## config.mk

```make
export PLATFORM = sky130hd
export DESIGN_NAME = bit_serial_addsub
export DESIGN_NICKNAME = d
export VERILOG_FILES = /design/src/rtl/bit_serial_addsub.sv
export SDC_FILE = /design/constraint.sdc
export NUM_CORES = 1
export LEC_CHECK = 0
export CAP_MARGIN = 20
export CORE_MARGIN = 8
export CORE_UTILIZATION = 54
export DETAILED_ROUTE_END_ITERATION = 16
export HOLD_SLACK_MARGIN = 0.03
export PLACE_DENSITY = 0.84
export RECOVER_POWER = 50
export SYNTH_ARGS = -nofsm -noshare
export SYNTH_HDL_FRONTEND = slang
export SYNTH_SLANG_ARGS = --single-unit
```

## constraint.sdc

```tcl
create_clock -name clk -period 3.71 [get_ports clk]
set_clock_uncertainty 0.1 [all_clocks]
set_input_delay 0.5565 -clock clk [delete_from_list [all_inputs] [get_ports clk]]
set_output_delay 0.5565 -clock clk [all_outputs]
set_load 0.01 [all_outputs]
```

## src/rtl/bit_serial_addsub.sv

```systemverilog
// bit_serial_addsub: LSB-first bit-serial adder/subtractor, one full adder + carry flop.
// Start/busy/done handshake; result, carry-out and signed overflow held from done to next start.
module bit_serial_addsub #(
    parameter int WIDTH = 8
) (
    input  logic             clk,
    input  logic             reset,
    input  logic             start,
    input  logic [WIDTH-1:0] a,
    input  logic [WIDTH-1:0] b,
    input  logic             cin,
    input  logic             sub,
    output logic             busy,
    output logic             done,
    output logic [WIDTH-1:0] sum,
    output logic             cout,
    output logic             overflow
);
    localparam int CNTW = $clog2(WIDTH + 1);

    typedef enum logic [1:0] {IDLE, SHIFT, DONE} state_t;

    state_t state, state_nxt;
    logic [WIDTH-1:0] a_sr, b_sr;
    logic [CNTW-1:0] cnt;
    logic carry, accept, last, s, c_nxt;

    always_comb begin
        accept    = start && state != SHIFT;
        last      = cnt == CNTW'(WIDTH - 1);
        s         = a_sr[0] ^ b_sr[0] ^ carry;
        c_nxt     = (a_sr[0] & b_sr[0]) | (carry & (a_sr[0] ^ b_sr[0]));
        state_nxt = state;
        if (accept)
            state_nxt = SHIFT;
        else if (state == SHIFT)
            state_nxt = last ? DONE : SHIFT;
        else if (state == DONE)
            state_nxt = IDLE;
        busy = state == SHIFT;
        done = state == DONE;
    end

    always_ff @(posedge clk or negedge reset) begin
        if (!reset)
            state <= IDLE;
        else
            state <= state_nxt;
    end

    // a_sr doubles as the result shift register: sum bits enter at the MSB as operand bits leave
    always_ff @(posedge clk or negedge reset) begin
        if (!reset) begin
            a_sr     <= '0;
            b_sr     <= '0;
            carry    <= 1'b0;
            cnt      <= '0;
            sum      <= '0;
            cout     <= 1'b0;
            overflow <= 1'b0;
        end else if (accept) begin
            a_sr  <= a;
            b_sr  <= sub ? ~b : b;
            carry <= cin ^ sub;
            cnt   <= '0;
        end else if (state == SHIFT) begin
            a_sr  <= {s, a_sr[WIDTH-1:1]};
            b_sr  <= b_sr >> 1;
            carry <= c_nxt;
            cnt   <= cnt + CNTW'(1);
            if (last) begin
                sum      <= {s, a_sr[WIDTH-1:1]};
                cout     <= c_nxt;
                overflow <= carry ^ c_nxt;
            end
        end
    end
endmodule
```

==> impl_summary.md <==
Run status
The flow ran to the end, but the final reports show violations. The checks that failed: capacitance limit, slew limit.

Floorplan
The core region is 0.00276 mm^2. The total number of placement rows is 19. The width of the chip is 69.7 um. The overall die area is roughly 0.0049 mm^2. Once the floorplan was initialized, standard cells occupied 56.4% of the core.

The number of top-level pins is 33. The die outline height is 69.7 um.

STA
The slew of the pin with the lowest slew margin is 1680 ps. Setup repair after global routing left no endpoint under its margin. Measured against its own limit, the worst slew margin works out to -12.0%. The final count of pins violating max slew is 34. The timing-limited maximum frequency is 421 MHz. The sum of negative setup slack is 0 ps. The tightest hold path in the finished design has a slack of between 400 and 500 ps.

The final cycle utilization of the critical path is 64.0%. The worst path needs 2380 ps of the cycle, external delays included. Setup violations remaining at the end of the flow were counted as 0. The minimum setup slack in the final design is 1330 ps. The final number of hold-violating endpoints was 0.

Critical path
The reg-to-reg endpoint is cout. STA classifies the critical path startpoint as a flop. The arrival time at the worst endpoint is 1720 ps. The launch instance of the worst register-to-register path is state[1]. The number of cell instances on the worst register-to-register path is 4. The signal on the critical path passes through inv_1, ha_1, clkdlybuf4s50_1.

The internal reg-to-reg setup slack is 1730 ps. For the worst setup path, the data required time is 3050 ps. The critical path buffer and inverter count is 2.

The worst setup path is captured at an output port. Among all stages on the critical path, the largest delay is contributed by sky130_fd_sc_hd__clkdlybuf4s50_1. The classification of the worst setup path is reg -> out. The largest single stage delay on the critical path is 590 ps.

Among cell families on the critical path, the largest total delay comes from buffers and inverters. Of all nets on the critical path, the largest fanout is 8.

Hold path
The min-delay analysis places its worst path in the category reg -> reg. For hold timing, the worst endpoint is cout. The number of cells traversed by the worst hold path is 1. The launch instance of the worst min-delay path is cout.

Placement
During placement, the flow inserted port buffers numbering 32. At the end of routability-driven placement, the weighted congestion stood at 0.723. The instance area after placement is between 0.0015 and 0.002 mm^2. The worst slack after detailed placement is 1190 ps. The HPWL after detailed placement is 2.19 mm.

Routing
The number of vias per cell is 5.59. The number of DRC markers after the initial detailed-route iteration is 71. The count of vias placed by the detailed router is 1106. The routed length per instance is about 15 um. The count of TritonRoute iterations in the first routing pass is 4. After detailed routing, the number of remaining DRC violations is 0.

Once detail routing completed, the nets flagged for antenna violations numbered 0. The total wirelength of the detailed-routed design is 3.04 mm.

Yosys
In this run the cell area of the synthesized design comes to 0.00156 mm^2. By area the synthesized netlist is led by sky130_fd_sc_hd__dfrtp_1 53%, sky130_fd_sc_hd__mux2_2 8.0%, sky130_fd_sc_hd__xnor2_1 5.6%, sky130_fd_sc_hd__a221o_1 5.1%, sky130_fd_sc_hd__nand2_1 4.1%. The number of distinct standard cells referenced by the synthesized netlist is 28.

The register bit count reported by yosys is 33. When the netlist entered floorplanning its net count stood at 159. The cell taking the most area after synthesis is sky130_fd_sc_hd__dfrtp_1. The count of yosys warnings during synthesis is 0. After technology mapping, the gate count stands at approximately 130. The proportion of netlist area held by the largest area contributor is 53.1%. Each instance of the synthesized netlist takes up on average 11.7 um^2. For this run, the register share of the synthesized area comes to 53.1%.

Clock tree
The TritonCTS sink count is 33. The cell sitting at the root of the clock tree is a sky130_fd_sc_hd__clkbuf_4. TritonCTS built the clock tree. At the later pin of the worst-skew pair, clock insertion delay measures 330 ps. The count of hold buffers inserted by post-cts repair is 0.

The number of CTS-inserted buffers is 5. The clock-pin slew of the registers on the worst-case setup and hold paths is roughly 90 ps. The number of setup buffers added after CTS is 0. The maximum buffer depth of the clock tree is 2.

The H-tree was split into 2 levels. The quantity of gates resized following cts is 0.

Layout
In the final layout, the share of cells above drive strength 1 is 12.0%. The area growth from synthesis to layout is 25.6%. Leaving out fill and tap cells, the most frequent cell in the layout is sky130_fd_sc_hd__dfrtp_1. The number of nets in the layout is 192. The number of antenna diodes in the final layout is 0. The library cells used most frequently in the layout, excluding fill and tap cells, are 33 x sky130_fd_sc_hd__dfrtp_1, 29 x sky130_fd_sc_hd__clkdlybuf4s50_1, 17 x sky130_fd_sc_hd__nand2_1, 12 x sky130_fd_sc_hd__nor2_1, 11 x sky130_fd_sc_hd__mux2_2. After routing the design area is 0.00195 mm^2.

Power and ir drop
The highest ir drop seen on vdd is 0.508 mV. In this run the static leakage power is ~0.9 nW. The power per unit of standard cell area is 752 mW/mm^2.

Global route
The via count of the first global-routing pass was 1159. Global routing used 13.5% of the available tracks. The number of antenna violations at the first check in global routing is 0. For this run the aggregate overflow at the end of global routing stands at 0. The first global-routing pass estimated 5.39 mm of wire. The pin count of the biggest net entering global routing is 34.

Run
Max-cap violations in this run came to 1.
[per-stage QoR]
step | instances | power [mW] | utilization, %
after CTS | 198 | 1.49 | 71.1
after global placement | 190 | 1.17 | 68.0
after global routing | 198 | 1.59 | 70.8
final | 198 | 1.47 | 70.8
after detailed placement | 190 | 1.21 | 68.0
after floorplan | 133 | 0.995 | -
[where the power goes]
group	total, mW	internal, mW	switching (mW)
Combinational	0.577	0.314	0.263
Sequential	0.614	0.512	0.102
Clock	0.278	0.161	0.117
Total	1.47	0.987	0.482
[registers in the layout, indices dropped and copies added, names as in the netlist]
name      cells
b_sr          8
a_sr          8
cout          1
sum           8
cnt           4
carry         1
overflow      1
state         2
[kinds of logic after synthesis]
logic type	synth area share [%]
and+or+nand+nor	10.6
adders and majority gates	4.51
xor gates and xnor gates	5.63
buffers and inverters	4.18
DFF	53.1
AOI/OAI and AO/OA	13.0
muxes	8.93
[cell usage after synthesis]
| library cell | count |
|---|---|
| sky130_fd_sc_hd__a211oi_1 | 1 |
| sky130_fd_sc_hd__a21oi_1 | 1 |
| sky130_fd_sc_hd__a221o_1 | 8 |
| sky130_fd_sc_hd__a22o_1 | 2 |
| sky130_fd_sc_hd__a22oi_1 | 8 |
| sky130_fd_sc_hd__and4b_1 | 1 |
| sky130_fd_sc_hd__buf_2 | 4 |
| sky130_fd_sc_hd__buf_4 | 1 |
| sky130_fd_sc_hd__buf_6 | 2 |
| sky130_fd_sc_hd__clkbuf_1 | 1 |
| sky130_fd_sc_hd__dfrtp_1 | 33 |
| sky130_fd_sc_hd__fa_1 | 1 |
| sky130_fd_sc_hd__ha_1 | 4 |
| sky130_fd_sc_hd__inv_1 | 3 |
| sky130_fd_sc_hd__mux2_2 | 11 |
| sky130_fd_sc_hd__mux2_4 | 1 |
| sky130_fd_sc_hd__nand2_1 | 17 |
| sky130_fd_sc_hd__nand2b_1 | 1 |
| sky130_fd_sc_hd__nand3_1 | 1 |
| sky130_fd_sc_hd__nand3b_1 | 1 |
| sky130_fd_sc_hd__nand4b_1 | 1 |
| sky130_fd_sc_hd__nor2_1 | 12 |
| sky130_fd_sc_hd__nor2b_1 | 2 |
| sky130_fd_sc_hd__o21ai_0 | 3 |
| sky130_fd_sc_hd__o221a_2 | 1 |
| sky130_fd_sc_hd__o22ai_1 | 1 |
| sky130_fd_sc_hd__or3_1 | 1 |
| sky130_fd_sc_hd__xnor2_1 | 10 |
[area by class of cell]
cell class | count | area (um^2)
timing repair buffer | 34 | 332
tap | 31 | 38.8
inverter | 3 | 11.3
fill | 208 | 805
clock inverter | 1 | 30.0
sequential | 33 | 826
multi-input combinational | 89 | 661
clock buffer | 7 | 55.1
[worst reg2reg max path, cell delays in order (launching register included)]
cell and delay, ps:
sky130_fd_sc_hd__dfrtp_1 410, sky130_fd_sc_hd__inv_1 90, sky130_fd_sc_hd__ha_1 300, sky130_fd_sc_hd__nand4b_1 520, sky130_fd_sc_hd__mux2_2 460
[layer usage]
metal	routed length [um]	part of all wire (%)	track usage [%]
met1	1430	47	15.5
met2	1370	45	21.2
met3	189	6.2	5.58
met4	48	1.6	6.47
met5	0	0	0
[worst max-delay path by stage]
| stage | cells after the start | slack [ps] | start | to |
|---|---|---|---|---|
| CTS | 3 | 1310 | state[1] | busy |
| global placement | 4 | 1250 | start | cnt[2] |
| finish | 3 | 1330 | state[1] | busy |
| floorplan | 6 | 2110 | state[1] | cnt[0] |
| detailed placement | 4 | 1190 | start | cnt[2] |
| global route | 2 | 1040 | reset | b_sr[1] |
Power figures use the tool's default switching activity.
